### src/rtl/li_serializer_if.sv
`default_nettype none
// +--------------------------------------------------------------------+
// | li_serializer_if : wide input / narrow output valid-backpressure    |
// | channel pair for li_serializer.                          rev 1.0    |
// +--------------------------------------------------------------------+
interface li_serializer_if #(
  parameter int WIDTH      = 32,
  parameter int BEAT_WIDTH = 8
) ();
  logic [WIDTH-1:0]      d;
  logic                  d_valid;
  logic                  d_bp;
  logic [BEAT_WIDTH-1:0] q;
  logic                  q_valid;
  logic                  q_bp;
  logic                  q_last;

  modport master (
    output d, d_valid, q_bp,
    input  d_bp, q, q_valid, q_last
  );

  modport slave (
    input  d, d_valid, q_bp,
    output d_bp, q, q_valid, q_last
  );
endinterface
`default_nettype wire

### src/rtl/li_serializer.sv
`default_nettype none
// +--------------------------------------------------------------------+
// | li_serializer : latency-insensitive width-down converter, emits a   |
// | WIDTH token as WIDTH/BEAT_WIDTH beats, LSB beat first.   rev 1.0    |
// +--------------------------------------------------------------------+
module li_serializer #(
  parameter string NAME       = "",
  parameter int    WIDTH      = 32,
  parameter int    BEAT_WIDTH = 8
) (
  input  wire logic          clk,
  input  wire logic          resetn,
  li_serializer_if.slave     bus
);

  localparam int                 BEATS    = WIDTH / BEAT_WIDTH;
  localparam int                 IDX_W    = (BEATS > 1) ? $clog2(BEATS) : 1;
  localparam logic [IDX_W-1:0]   LAST_IDX = IDX_W'(BEATS - 1);

  typedef enum logic [0:0] {
    EMPTY   = 1'b0,
    SENDING = 1'b1
  } state_t;

  state_t           r_state;
  state_t           w_state_nxt;
  logic [WIDTH-1:0] r_data;
  logic [WIDTH-1:0] w_data_nxt;
  logic [IDX_W-1:0] r_idx;
  logic [IDX_W-1:0] w_idx_nxt;

  logic w_valid;
  logic w_at_last;
  logic w_outgoing;
  logic w_last_out;
  logic w_d_bp;
  logic w_incoming;

  assign w_valid    = (r_state == SENDING);
  assign w_at_last  = (r_idx == LAST_IDX);
  assign w_outgoing = w_valid && !bus.q_bp;
  assign w_last_out = w_outgoing && w_at_last;
  // Combinational q_bp -> d_bp path lets the next token enter as the last beat leaves.
  assign w_d_bp     = w_valid && !w_last_out;
  assign w_incoming = bus.d_valid && !w_d_bp;

  always_comb begin
    w_state_nxt = r_state;
    w_data_nxt  = r_data;
    w_idx_nxt   = r_idx;
    if (w_incoming) begin
      w_state_nxt = SENDING;
      w_data_nxt  = bus.d;
      w_idx_nxt   = '0;
    end else if (w_last_out) begin
      w_state_nxt = EMPTY;
      w_idx_nxt   = '0;
    end else if (w_outgoing) begin
      w_idx_nxt   = r_idx + IDX_W'(1);
    end
  end

  always_ff @(posedge clk or negedge resetn) begin
    if (!resetn) begin
      r_state <= EMPTY;
      r_data  <= '0;
      r_idx   <= '0;
    end else begin
      r_state <= w_state_nxt;
      r_data  <= w_data_nxt;
      r_idx   <= w_idx_nxt;
    end
  end

  assign bus.d_bp    = w_d_bp;
  assign bus.q_valid = w_valid;
  assign bus.q_last  = w_valid && w_at_last;

  generate
    if (BEATS == 1) begin : g_single
      assign bus.q = r_data[BEAT_WIDTH-1:0];
    end else begin : g_multi
      logic [BEATS-1:0][BEAT_WIDTH-1:0] w_beats;
      assign w_beats = r_data;
      assign bus.q   = w_beats[r_idx];
    end
  endgenerate

  always_ff @(posedge clk) begin
    if (NAME != "") begin
      $display("%s: valid=%0b idx=%0d beat=%h", NAME, w_valid, r_idx, bus.q);
    end
  end

endmodule
`default_nettype wire
### src/flat_wrapper.sv
// flat-port wrapper written by rule: the top's interface ports become plain ports
module li_serializer_flat 
#(
  parameter string NAME       = "",
  parameter int    WIDTH      = 32,
  parameter int    BEAT_WIDTH = 8
)
  (clk, resetn, bus_d, bus_d_valid, bus_q_bp, bus_d_bp, bus_q, bus_q_valid, bus_q_last);
  li_serializer_if #(.WIDTH(WIDTH), .BEAT_WIDTH(BEAT_WIDTH)) bus_i ();
  input  wire logic clk;
  input  wire logic resetn;
  input wire logic [$bits(bus_i.d)-1:0] bus_d;
  input wire logic [$bits(bus_i.d_valid)-1:0] bus_d_valid;
  input wire logic [$bits(bus_i.q_bp)-1:0] bus_q_bp;
  output wire logic [$bits(bus_i.d_bp)-1:0] bus_d_bp;
  output wire logic [$bits(bus_i.q)-1:0] bus_q;
  output wire logic [$bits(bus_i.q_valid)-1:0] bus_q_valid;
  output wire logic [$bits(bus_i.q_last)-1:0] bus_q_last;
  assign bus_i.d = bus_d;
  assign bus_i.d_valid = bus_d_valid;
  assign bus_i.q_bp = bus_q_bp;
  assign bus_d_bp = bus_i.d_bp;
  assign bus_q = bus_i.q;
  assign bus_q_valid = bus_i.q_valid;
  assign bus_q_last = bus_i.q_last;
  li_serializer #(.NAME(NAME), .WIDTH(WIDTH), .BEAT_WIDTH(BEAT_WIDTH)) u_core (.clk(clk), .resetn(resetn), .bus(bus_i));
endmodule
### config.mk
export PLATFORM = sky130hd
export DESIGN_NAME = li_serializer_flat
export DESIGN_NICKNAME = d
export VERILOG_FILES = /design/src/rtl/li_serializer_if.sv /design/src/rtl/li_serializer.sv /design/src/flat_wrapper.sv
export SDC_FILE = /design/constraint.sdc
export NUM_CORES = 1
export LEC_CHECK = 0
export BUFFER_PORTS_ARGS = -buffer_cell sky130_fd_sc_hd__buf_2
export CAP_MARGIN = 20
export CORE_MARGIN = 1.5
export CORE_UTILIZATION = 51
export CTS_CLUSTER_SIZE = 8
export DETAILED_ROUTE_END_ITERATION = 10
export GPL_TIMING_DRIVEN = 0
export PLACE_DENSITY = 0.74
export SYNTH_ARGS = -nofsm -noshare
export SYNTH_HDL_FRONTEND = slang
export SYNTH_SLANG_ARGS = --single-unit
### constraint.sdc
create_clock -name clk -period 1.7 [get_ports clk]
set_input_delay 0.255 -clock clk [delete_from_list [all_inputs] [get_ports clk]]
set_output_delay 0.255 -clock clk [all_outputs]
set_load 0.02 [all_outputs]
Word level (Yosys, flattened, before mapping):

Cells that the tools add are included.

* register bits: 35
* output and inout bits: 11
* logic and storage cells: 23

* add/sub/neg operators: 1
* magnitude comparators: 1
* equal/unequal tests: 1
* multiplexer cells: 7
* reductions and logical operators: 10

Operators with widths (number)
* binary-select mux 8 bit (select 2 bit): 1
* 2-to-1 mux 8 bit: 1
* 2-to-1 mux 2 bit: 3
* logical AND 1 bit: 5
* logical NOT 1 bit: 3
* less-than comparator 2 x 3 -> 1 bit (second input constant): 1
* nonzero test 3 bit: 1
* adder 2 x 1 -> 2 bit (second input constant): 1
* == test 2 bit (second input constant): 1
* 2-to-1 mux 1 bit: 2
* nonzero test 2 bit: 1

Longest topological paths before layout:

Gate-level depths: netlist of run 1.

* depth in word-level cells: 8
* mapped depth: 5
* depth with buffers taken out: 4

Worst setup path before layout of run 1:

Ideal clock, no wire load.

* path type: register to register
* start: register u_core.r_idx[0]
* end: register u_core.r_data[0] (netlist: u_core.g_multi.w_beats[0])
* library setup time: 0.125 ns
* arrival: 1.337 ns
* data required time: 1.575 ns
* slack: 0.238 ns
* stages on the path, launching flop included: 6
* buffers on the path: 1
* path through: dfrtp_1 -> ha_1 -> nand2b_1 -> a21boi_4 -> buf_6 -> mux2_4

* word-level cells in the longest chain between the ends: 6

RTL lines
* from (decl): line li_serializer.sv:29 `logic [IDX_W-1:0] r_idx;`
* from (signal assigned): line li_serializer.sv:71 `r_idx <= w_idx_nxt;`
* == test 2 bit: line li_serializer.sv:40 `assign w_at_last = (r_idx == LAST_IDX);`
* logical AND 1 bit: line li_serializer.sv:42 `assign w_last_out = w_outgoing && w_at_last;`
* logical NOT 1 bit: line li_serializer.sv:44 `assign w_d_bp = w_valid && !w_last_out;`
* logical AND 1 bit: line li_serializer.sv:44
* logical NOT 1 bit: line li_serializer.sv:45 `assign w_incoming = bus.d_valid && !w_d_bp;`
* logical AND 1 bit: line li_serializer.sv:45
* to (signal assigned): line li_serializer.sv:70 `r_data <= w_data_nxt;`
* to (decl): line li_serializer.sv:27 `logic [WIDTH-1:0] r_data;`

Every way passes these cells.
A chain may end at the register's enable or synchronous reset.

Worst setup path in the final report of run 1:

* start: register u_core.r_idx[0]
* end: output bus_q[0]

* word-level cells in the longest chain between the ends: 2

RTL lines
* binary-select mux 8 bit (select 2 bit): line li_serializer.sv:85 `assign bus.q = w_beats[r_idx];`
* 2-to-1 mux 8 bit (implied by the code): line li_serializer.sv:85
* to (decl): line flat_wrapper.sv:16 `output wire logic [$bits(bus_i.q)-1:0] bus_q;`

Every way passes these cells. The select of a mux whose other input is x is not followed.

==> metrics.yaml, run 1 <==
cts:
  cts_buffers: 5
  cts_num_sinks: 35
  path_clk_slew_ns: 0.11
  htreeDepth: 2
  cts_root_buf: "clkbuf_4"
  tritoncts: "done"
  insertion_delay_ns: 0.34
  cts_buffer_depth: 2
sta:
  setup_viol: 16
  skew_ns: 0.00921
  setup_slack_ns: -0.142
  hold_viol: 0
  slew_headroom_pct: 49.4
  max_freq_ghz: 0.543
  whs_ns: 0.135
  slew_viol_final: 0
  fin_crit_sh_pct: 108
  setup_tns_ns: -1.03
  worst_slew_pin_slew_ns: 0.759
  post-route-min-period_ns: 1.84
  rsz0062_at_grt: "yes"
pwr:
  powerDensity_mw_per_mm2: 2000
  vdd_drop_max_v: 0.00107
  p_leak_nw: 1.09
placed_design:
  numPlacedInstances: 182
  port_buffers: 46
  place_area_mm2: 0.00196
  place_ws_ns: 0.0543
  place.gp.congestion: 0.722
  hpwl_um: 2160
logic_synthesis:
  synth_cell_types: 15
  yosysWarnings: 0
  synth-edff-count: 0
  synthCells: 92
  synth.most_common_cell: "dfrtp_1"
  syn_nets: 129
  synth_area_leaders: "dfrtp_1 52%, mux2_4 27%, mux4_2 11%"
  synth_top_area_cell: "dfrtp_1"
  syn_area_mm2: 0.00167
  avgSynthCellArea_um2: 18.2
  async_flop_share_pct: 100
  synth-main-ff-cell: "dfrtp_1"
  yosysSeqAreaShare_pct: 52.4
  synth_commonest_cells: "35 x dfrtp_1, 30 x mux2_4, 8 x mux4_2"
  synth_seq_cells: 35
  synth_top_area_share_pct: 52.4
finish:
  syn2layout_area_growth_pct: 38.0
  nets: 194
  fin_area_mm2: 0.00231
  n_antenna_cell: 0
  drive_gt1_share_pct: 74.1
  fill_cells: 199
  instances_no_fill: 202
min_path:
  hp-class: "primary input to flip-flop"
  min_path_cells: 2
  hold_end: "u_core.g_multi.w_beats[28]"
  worstHoldStart: "bus_d[28]"
worst_setup_path:
  start_kind: "flip-flop"
  crit_fanout: 5
  worstSetupPathType: "flip-flop to output pin"
  cpMaxStageDelayCell: "mux4_2"
  arrival_ns: 1.59
  path_buf_inv: 2
  r2r_cells: 7
  reg2reg_slack_ns: -0.01
  reg2reg_from: "u_core.r_idx[0]"
  required_ns: 1.44
  slowest_delay_ns: 0.52
  reg2reg_to: "u_core.g_multi.w_beats[15]"
  crit_chain: "buf_12, mux4_2, buf_6"
  crit_path_end_kind: "output pin"
  crit_family: "multiplexers"
die:
  die_y_um: 60.3
  dieWidth_um: 60.3
  start_util_pct: 54.3
  die_area_mm2: 0.00363
  rows: 20
  ios: 47
  core_mm2: 0.00308
status:
  status: "finished, violations left"
  violations: "negative setup slack"
drt:
  viasPerCell: 5.15
  num_vias: 1041
  drtAntennaViolNets: 0
  drt-initial-drc-count: 42
  postRouteWirelength_um: 3610
  wl_per_cell_um: 17.9
  firstDrtPassIters: 4
  route.detailed.drc: 0
global_routing:
  antenna_found_initial: 0
  grt_max_degree: 36
  grt_pass1_wl_um: 5200
  grt_pass1_vias: 1076
  grt-ovfl-total: 0
  grtUsageTotal_pct: 20.9
flow_run:
  drv_cap: 0
-- cell type report --
type	count	area, um^2	share of cell area, %
Multi-Input combinational cell	52	773	33.5
Buffer	5	91.3	3.96
Timing Repair Buffer	58	424	18.4
Clock inverter	2	35.0	1.52
Tap cell	44	55.1	2.39
Sequential cell	35	877	38.0
Clock buffer	6	51.3	2.22
-- layer usage --
metal | vias up | global-route usage [%] | wire, um
met3 | 4 | 6.06 | 203
li1 | 471 | - | -
met1 | 524 | 27.1 | 1530
met4 | 0 | 8.89 | 22
met5 | - | 0 | 0
met2 | 42 | 32.9 | 1860
-- report_power, final --
part / switching (mW) / total, mW / leakage [nW] / internal [mW]
clock network: 0.278 / 0.625 / 0.0482 / 0.347
registers: 0.257 / 1.50 / 0.416 / 1.25
logic: 0.885 / 2.48 / 0.623 / 1.60
-- layout by cell type (no fill, tap or decap), drive strengths merged --
master,Yosys,routed
buf,5,60
o31ai,1,1
clkinv,0,1
clkbuf,0,8
bufinv,0,1
a32o,1,1
a21oi,1,1
nand2b,3,3
mux4,8,8
mux2,32,32
dlygate4sd3,0,1
and2,2,2
or2,1,1
nand3,1,1
a21boi,1,1
dfrtp,35,35
ha,1,1
-- metrics by stage --
step / utilization (%) / total power [mW]
finish: 75.0 / 4.61
global route: 75.0 / 4.83
CTS: 68.9 / 4.13
detailed placement: 63.6 / 3.34
global placement: 63.6 / 3.27
floorplan: - / 2.88
-- repair_timing --
item | CTS | global route
setup endpoints to repair | 9 | 14
pin swaps | 0 | 1
hold endpoints to repair | 35 | 0
gates cloned | 0 | 2
resized for setup | 11 | 27
hold buffers | 1 | 0
buffers inserted | 3 | 6
-- flip-flops by register name, indices dropped and copies added (netlist names) --
register / count
u_core.g_multi.w_beats: 32
u_core.bus.q_valid: 1
u_core.r_idx: 2
-- cell families (layout without fill, tap and decap cells) --
| group | after synthesis | after routing | share of synthesized area [%] |
|---|---|---|---|
| adders and majority gates | 1 | 1 | 0.748 |
| AOI/OAI and AO/OA | 4 | 4 | 2.47 |
| DFF | 35 | 35 | 52.4 |
| muxes | 40 | 40 | 39.1 |
| and+or+nand+nor | 7 | 7 | 2.69 |
| buffers and inverters | 5 | 71 | 2.62 |
-- worst max path at each step --
stage / start / endpoint / slack, ns / cells past startpoint
5_1_grt: u_core.r_idx[0] / bus_q[0] / -0.20 / 3
4_1_cts: u_core.r_idx[0] / bus_q[0] / -0.16 / 3
6_report: u_core.r_idx[0] / bus_q[0] / -0.14 / 3
3_5_place_dp: u_core.r_idx[0] / bus_q[0] / 0.05 / 3
3_3_place_gp: u_core.r_idx[0] / bus_q[0] / 0.07 / 3
2_1_floorplan: u_core.r_idx[0] / u_core.g_multi.w_beats[0] / 0.24 / 5
Note: power is estimated with default switching activity, not from simulation.
==> run 2, diff against run 1 <==
CORE_UTILIZATION = 46   (was 51)
PLACE_DENSITY = 0.71   (was 0.74)
clock period = 1.59 ns   (was 1.7 ns; I/O delays follow)
==> run 2 against run 1 <==
  * The flow still finishes with violations (negative setup slack)
  * Final cell count increased by 2.5%
  * Die area increased by 10%
  * Sequential cell count unchanged
  * Register-to-register slack got worse by 0.14 ns
  * Critical endpoint is now bus_q[7]
==> metrics.yaml, run 2 (same netlist as run 1, synthesis figures left out) <==
worst_setup_path:
  startpoint: "u_core.r_idx[0]"
  arrival_ns: 1.58
  crit_fanout: 4
  r2r_cells: 7
  required_ns: 1.35
  start_kind: "flip-flop"
  crit_path_end_kind: "output pin"
  reg2reg_from: "u_core.r_idx[0]"
  worstSetupPathType: "flip-flop to output pin"
pwr:
  p_sw_mw: 1.49
  p_sw_share_pct: 30.6
  powerDensity_mw_per_mm2: 2040
  vdd_drop_max_v: 0.00116
  power_frac_seq_pct: 32.9
  pwr-share-clk_pct: 11.2
  p_leak_nw: 1.12
  power_mw: 4.86
  intPower_mw: 3.37
  comb_power_share_pct: 56.0
sta:
  slew_viol_final: 0
  max_freq_ghz: 0.549
  setup_viol: 42
  hold_viol: 0
  post-route-min-period_ns: 1.82
  setup_slack_ns: -0.232
  slew_headroom_pct: 48.4
  skew_ns: 0.00537
  worst_slew_pin_slew_ns: 0.775
  rsz0062_at_grt: "yes"
  fin_crit_sh_pct: 115
  setup_tns_ns: -5.85
cts:
  cts_root_buf: "clkbuf_4"
  htreeDepth: 2
  tritoncts: "done"
  cts_buffers: 5
  cts_num_sinks: 35
  cts_buffer_depth: 2
  path_clk_slew_ns: 0.10
  insertion_delay_ns: 0.34
status:
  violations: "negative setup slack"
  status: "finished, violations left"
global_routing:
  grt-ovfl-total: 0
  grt_max_degree: 36
  grt_pass1_wl_um: 5860
  grt_pass1_vias: 1185
  antenna_found_initial: 0
  grtUsageTotal_pct: 20.2
die:
  start_util_pct: 48.9
  ios: 47
  die_y_um: 63.3
  core_mm2: 0.00342
  rows: 21
  dieWidth_um: 63.3
  die_area_mm2: 0.00400
finish:
  layout_commonest_cell: "buf_2"
  final_cell_mix: "37 x buf_2, 34 x dfrtp_1, 30 x mux2_4"
  largest_reg_flops: 32
  syn2layout_area_growth_pct: 42.5
  n_antenna_cell: 0
  postLayoutCoreUtil_pct: 69.7
  nets: 197
  drive_gt1_share_pct: 73.9
  instances_no_fill: 207
min_path:
  worstHoldStart: "bus_d[13]"
  hp-class: "primary input to flip-flop"
  min_path_cells: 2
drt:
  postRouteWirelength_um: 3630
  wl_per_cell_um: 17.6
  num_vias: 1051
  drtAntennaViolNets: 0
  firstDrtPassIters: 4
  viasPerCell: 5.08
  drt-initial-drc-count: 35
  route.detailed.drc: 0
placed_design:
  place.gp.congestion: 0.708
  place_ws_ns: -0.0473
  port_buffers: 46
  numPlacedInstances: 184
  hpwl_um: 2240
flow_run:
  drv_cap: 0
## run 2: layout make-up
| class | instances | area (um^2) |
|---|---|---|
| Buffer | 5 | 91.3 |
| Clock buffer | 8 | 68.8 |
| Fill cell | 231 | 1030 |
| Multi-Input combinational cell | 52 | 772 |
| Sequential cell | 35 | 877 |
| Tap cell | 46 | 57.6 |
| Timing Repair Buffer | 61 | 515 |
## run 2: critical path, stage by stage, from the launching register on
cell	delay [ns]
dfrtp_2	0.43
clkbuf_16	0.16
mux4_2	0.51
buf_6	0.15
## run 2: power by group through the flow
stage	clock network (mW)	logic, mW	registers (mW)
finish	0.542	2.72	1.60
global route	0.602	2.88	1.66
floorplan	0	1.57	1.51
global placement	0	1.95	1.55
CTS	0.556	2.36	1.59
detailed placement	0	1.99	1.59
## run 2: final timing paths
kind	slack, ns	to
worst max-delay path	-0.23	bus_q[7]
worst min-delay path	0.12	u_core.g_multi.w_beats[13]
worst max register to register	-0.15	u_core.g_multi.w_beats[17]
worst min register to register	0.52	u_core.g_multi.w_beats[23]
max in group asynchronous	0.55	u_core.r_idx[0]
min in group asynchronous	0.50	u_core.g_multi.w_beats[2]
## run 2: repair_timing
item | CTS | global route
pin swaps | 1 | 0
endpoints found under the setup margin | 39 | 42
gates resized for setup | 17 | 16
hold buffers | 1 | 0
endpoints found under the hold margin | 35 | 0
gates cloned | 3 | 1
buffers inserted | 7 | 3
## run 2: stage by stage
stage	hold WS, ns	cell area, um^2
floorplan	-0.0571	1670
global placement	0.343	1960
detailed placement	0.352	1960
CTS	0.113	2280
global route	0.101	2380
finish	0.122	2380
## run 2: per-layer routing
| layer | vias to the layer above | track usage (%) | share of wire [%] |
|---|---|---|---|
| met3 | 7 | 5.18 | 7.1 |
| met2 | 41 | 34.6 | 49 |
| met1 | 520 | 24.0 | 42 |
| met4 | 0 | 9.24 | 2.0 |
| li1 | 483 | - | - |
| met5 | - | 0 | 0 |
==> run 3, diff against run 2 <==
CORE_MARGIN = 4   (was 1.5)
CORE_UTILIZATION = 51   (was 46)
PLACE_DENSITY = 0.74   (was 0.71)
clock period = 2 ns   (was 1.59 ns; I/O delays follow)
==> run 3 against run 2 <==
  * The run now ends clean
  * Clock-buffer cell count shrank 1
  * Routed wire length is 10% lower
  * Register-to-register slack better by 0.52 ns
  * Design area down 16%
  * Worst hold slack got worse by 0.10 ns
  * Largest cell class unchanged
  * Final cell count is 8.2% lower
==> metrics.yaml, run 3 (same netlist as run 1, synthesis figures left out) <==
worst_setup_path:
  arrival_ns: 1.62
  crit_fanout: 9
  reg2reg_to: "u_core.g_multi.w_beats[5]"
  cp-endpoint: "bus_q[3]"
  startpoint: "u_core.r_idx[1]"
  start_kind: "flip-flop"
  r2r_cells: 5
  cpMaxStageDelayCell: "mux4_2"
  crit_chain: "clkbuf_4, mux4_2, buf_2"
  slowest_delay_ns: 0.53
  worstSetupPathType: "flip-flop to output pin"
  reg2reg_from: "u_core.r_idx[0]"
  reg2reg_slack_ns: 0.37
  crit_path_end_kind: "output pin"
  required_ns: 1.70
drt:
  postRouteWirelength_um: 3260
  drt-initial-drc-count: 26
  drtAntennaViolNets: 0
  num_vias: 964
  route.detailed.drc: 0
  firstDrtPassIters: 3
  wl_per_cell_um: 17.1
  viasPerCell: 5.07
cts:
  tritoncts: "done"
  insertion_delay_ns: 0.34
  path_clk_slew_ns: 0.11
  cts_hold_buffers: 0
  cts_root_buf: "clkbuf_4"
  postCtsSetupBuffers: 0
  cts_buffers: 5
  cts_buffer_depth: 2
  ctsResizeCount: 1
  htreeDepth: 2
  cts_num_sinks: 35
die:
  core_mm2: 0.00310
  dieWidth_um: 65.3
  ios: 47
  die_y_um: 65.3
  rows: 20
  die_area_mm2: 0.00426
  start_util_pct: 53.9
global_routing:
  grt_pass1_wl_um: 5380
  grtUsageTotal_pct: 17.4
  grt_max_degree: 36
  antenna_found_initial: 0
  grt-ovfl-total: 0
  grt_pass1_vias: 1111
sta:
  post-route-min-period_ns: 1.92
  setup_viol: 0
  setup_slack_ns: 0.0823
  fin_crit_sh_pct: 95.9
  setup_tns_ns: 0
  worst_slew_pin_slew_ns: 0.758
  max_freq_ghz: 0.521
  skew_ns: 0.0151
  rsz0062_at_grt: "no"
  slew_viol_final: 0
  hold_viol: 0
  slew_headroom_pct: 49.5
finish:
  n_antenna_cell: 0
  largest_reg_flops: 32
  layout_commonest_cell: "buf_2"
  final_cell_mix: "46 x buf_2, 35 x dfrtp_1, 30 x mux2_4"
  syn2layout_area_growth_pct: 20.4
  nets: 182
  drive_gt1_share_pct: 69.2
pwr:
  powerDensity_mw_per_mm2: 1590
  vdd_drop_max_v: 0.000738
  p_leak_nw: 0.957
min_path:
  hp-class: "primary input to asynchronous set/reset pin"
placed_design:
  port_buffers: 46
  place_ws_ns: 0.312
  place.gp.congestion: 0.705
  hpwl_um: 2330
flow_run:
  drv_cap: 0
status:
  status: "finished, final reports clean"
[run 3: cell count changes in the layout (fill, tap and decap cells not counted), sizes merged]
cell         change
buf             -11
clkbuf           -1
dlygate4sd3      -1
clkinv           +1
bufbuf           -3
[run 3: power breakdown]
part	internal, mW	total, mW	switching (mW)
Sequential	1.06	1.26	0.198
Combinational	0.939	1.58	0.644
Clock	0.137	0.364	0.227
[run 3: critical path: cells and delay by family, from the launching register on]
family	cells	cell delay (ns)
flip-flops	1	0.35
multiplexers	1	0.53
buffers and inverters	2	0.41
[run 3: metrics by stage]
stage / hold WS (ns) / power, mW / utilization [%] / area, um^2 / cells
2_1_floorplan: 0.00441 / 2.45 / - / 1670 / 92
3_3_place_gp: 0.403 / 2.79 / 63.1 / 1960 / 182
3_5_place_dp: 0.422 / 2.85 / 63.1 / 1960 / 182
4_1_cts: 0.0466 / 3.23 / 64.8 / 2010 / 190
5_1_grt: 0.0785 / 3.40 / 64.8 / 2010 / 190
6_report: 0.0198 / 3.20 / 64.8 / 2010 / 190
[run 3: worst min path at each step]
| stage | to | slack, ns | cells past startpoint | from |
|---|---|---|---|---|
| 4_1_cts | u_core.g_multi.w_beats[2] | 0.05 | 1 | resetn |
| 5_1_grt | u_core.g_multi.w_beats[7] | 0.08 | 1 | resetn |
| 3_5_place_dp | u_core.g_multi.w_beats[17] | 0.42 | 1 | resetn |
| 2_1_floorplan | u_core.bus.q_valid | 0.004 | 0 | resetn |
| 3_3_place_gp | u_core.g_multi.w_beats[17] | 0.40 | 1 | resetn |
| 6_report | u_core.g_multi.w_beats[29] | 0.02 | 1 | resetn |
[run 3: layout make-up]
class / count / area [um^2]
Buffer: 5 / 48.8
Clock buffer: 7 / 45.0
Clock inverter: 1 / 5.00
Fill cell: 256 / 1090
Multi-Input combinational cell: 52 / 752
Sequential cell: 35 / 876
Tap cell: 44 / 55.1
Timing Repair Buffer: 46 / 230
[run 3: per-layer routing]
metal  share of wire (%)  track usage, %
met5                   0               0
met4                 1.5            7.77
met3                 6.2            4.96
met2                  51            28.4
met1                  42            21.3
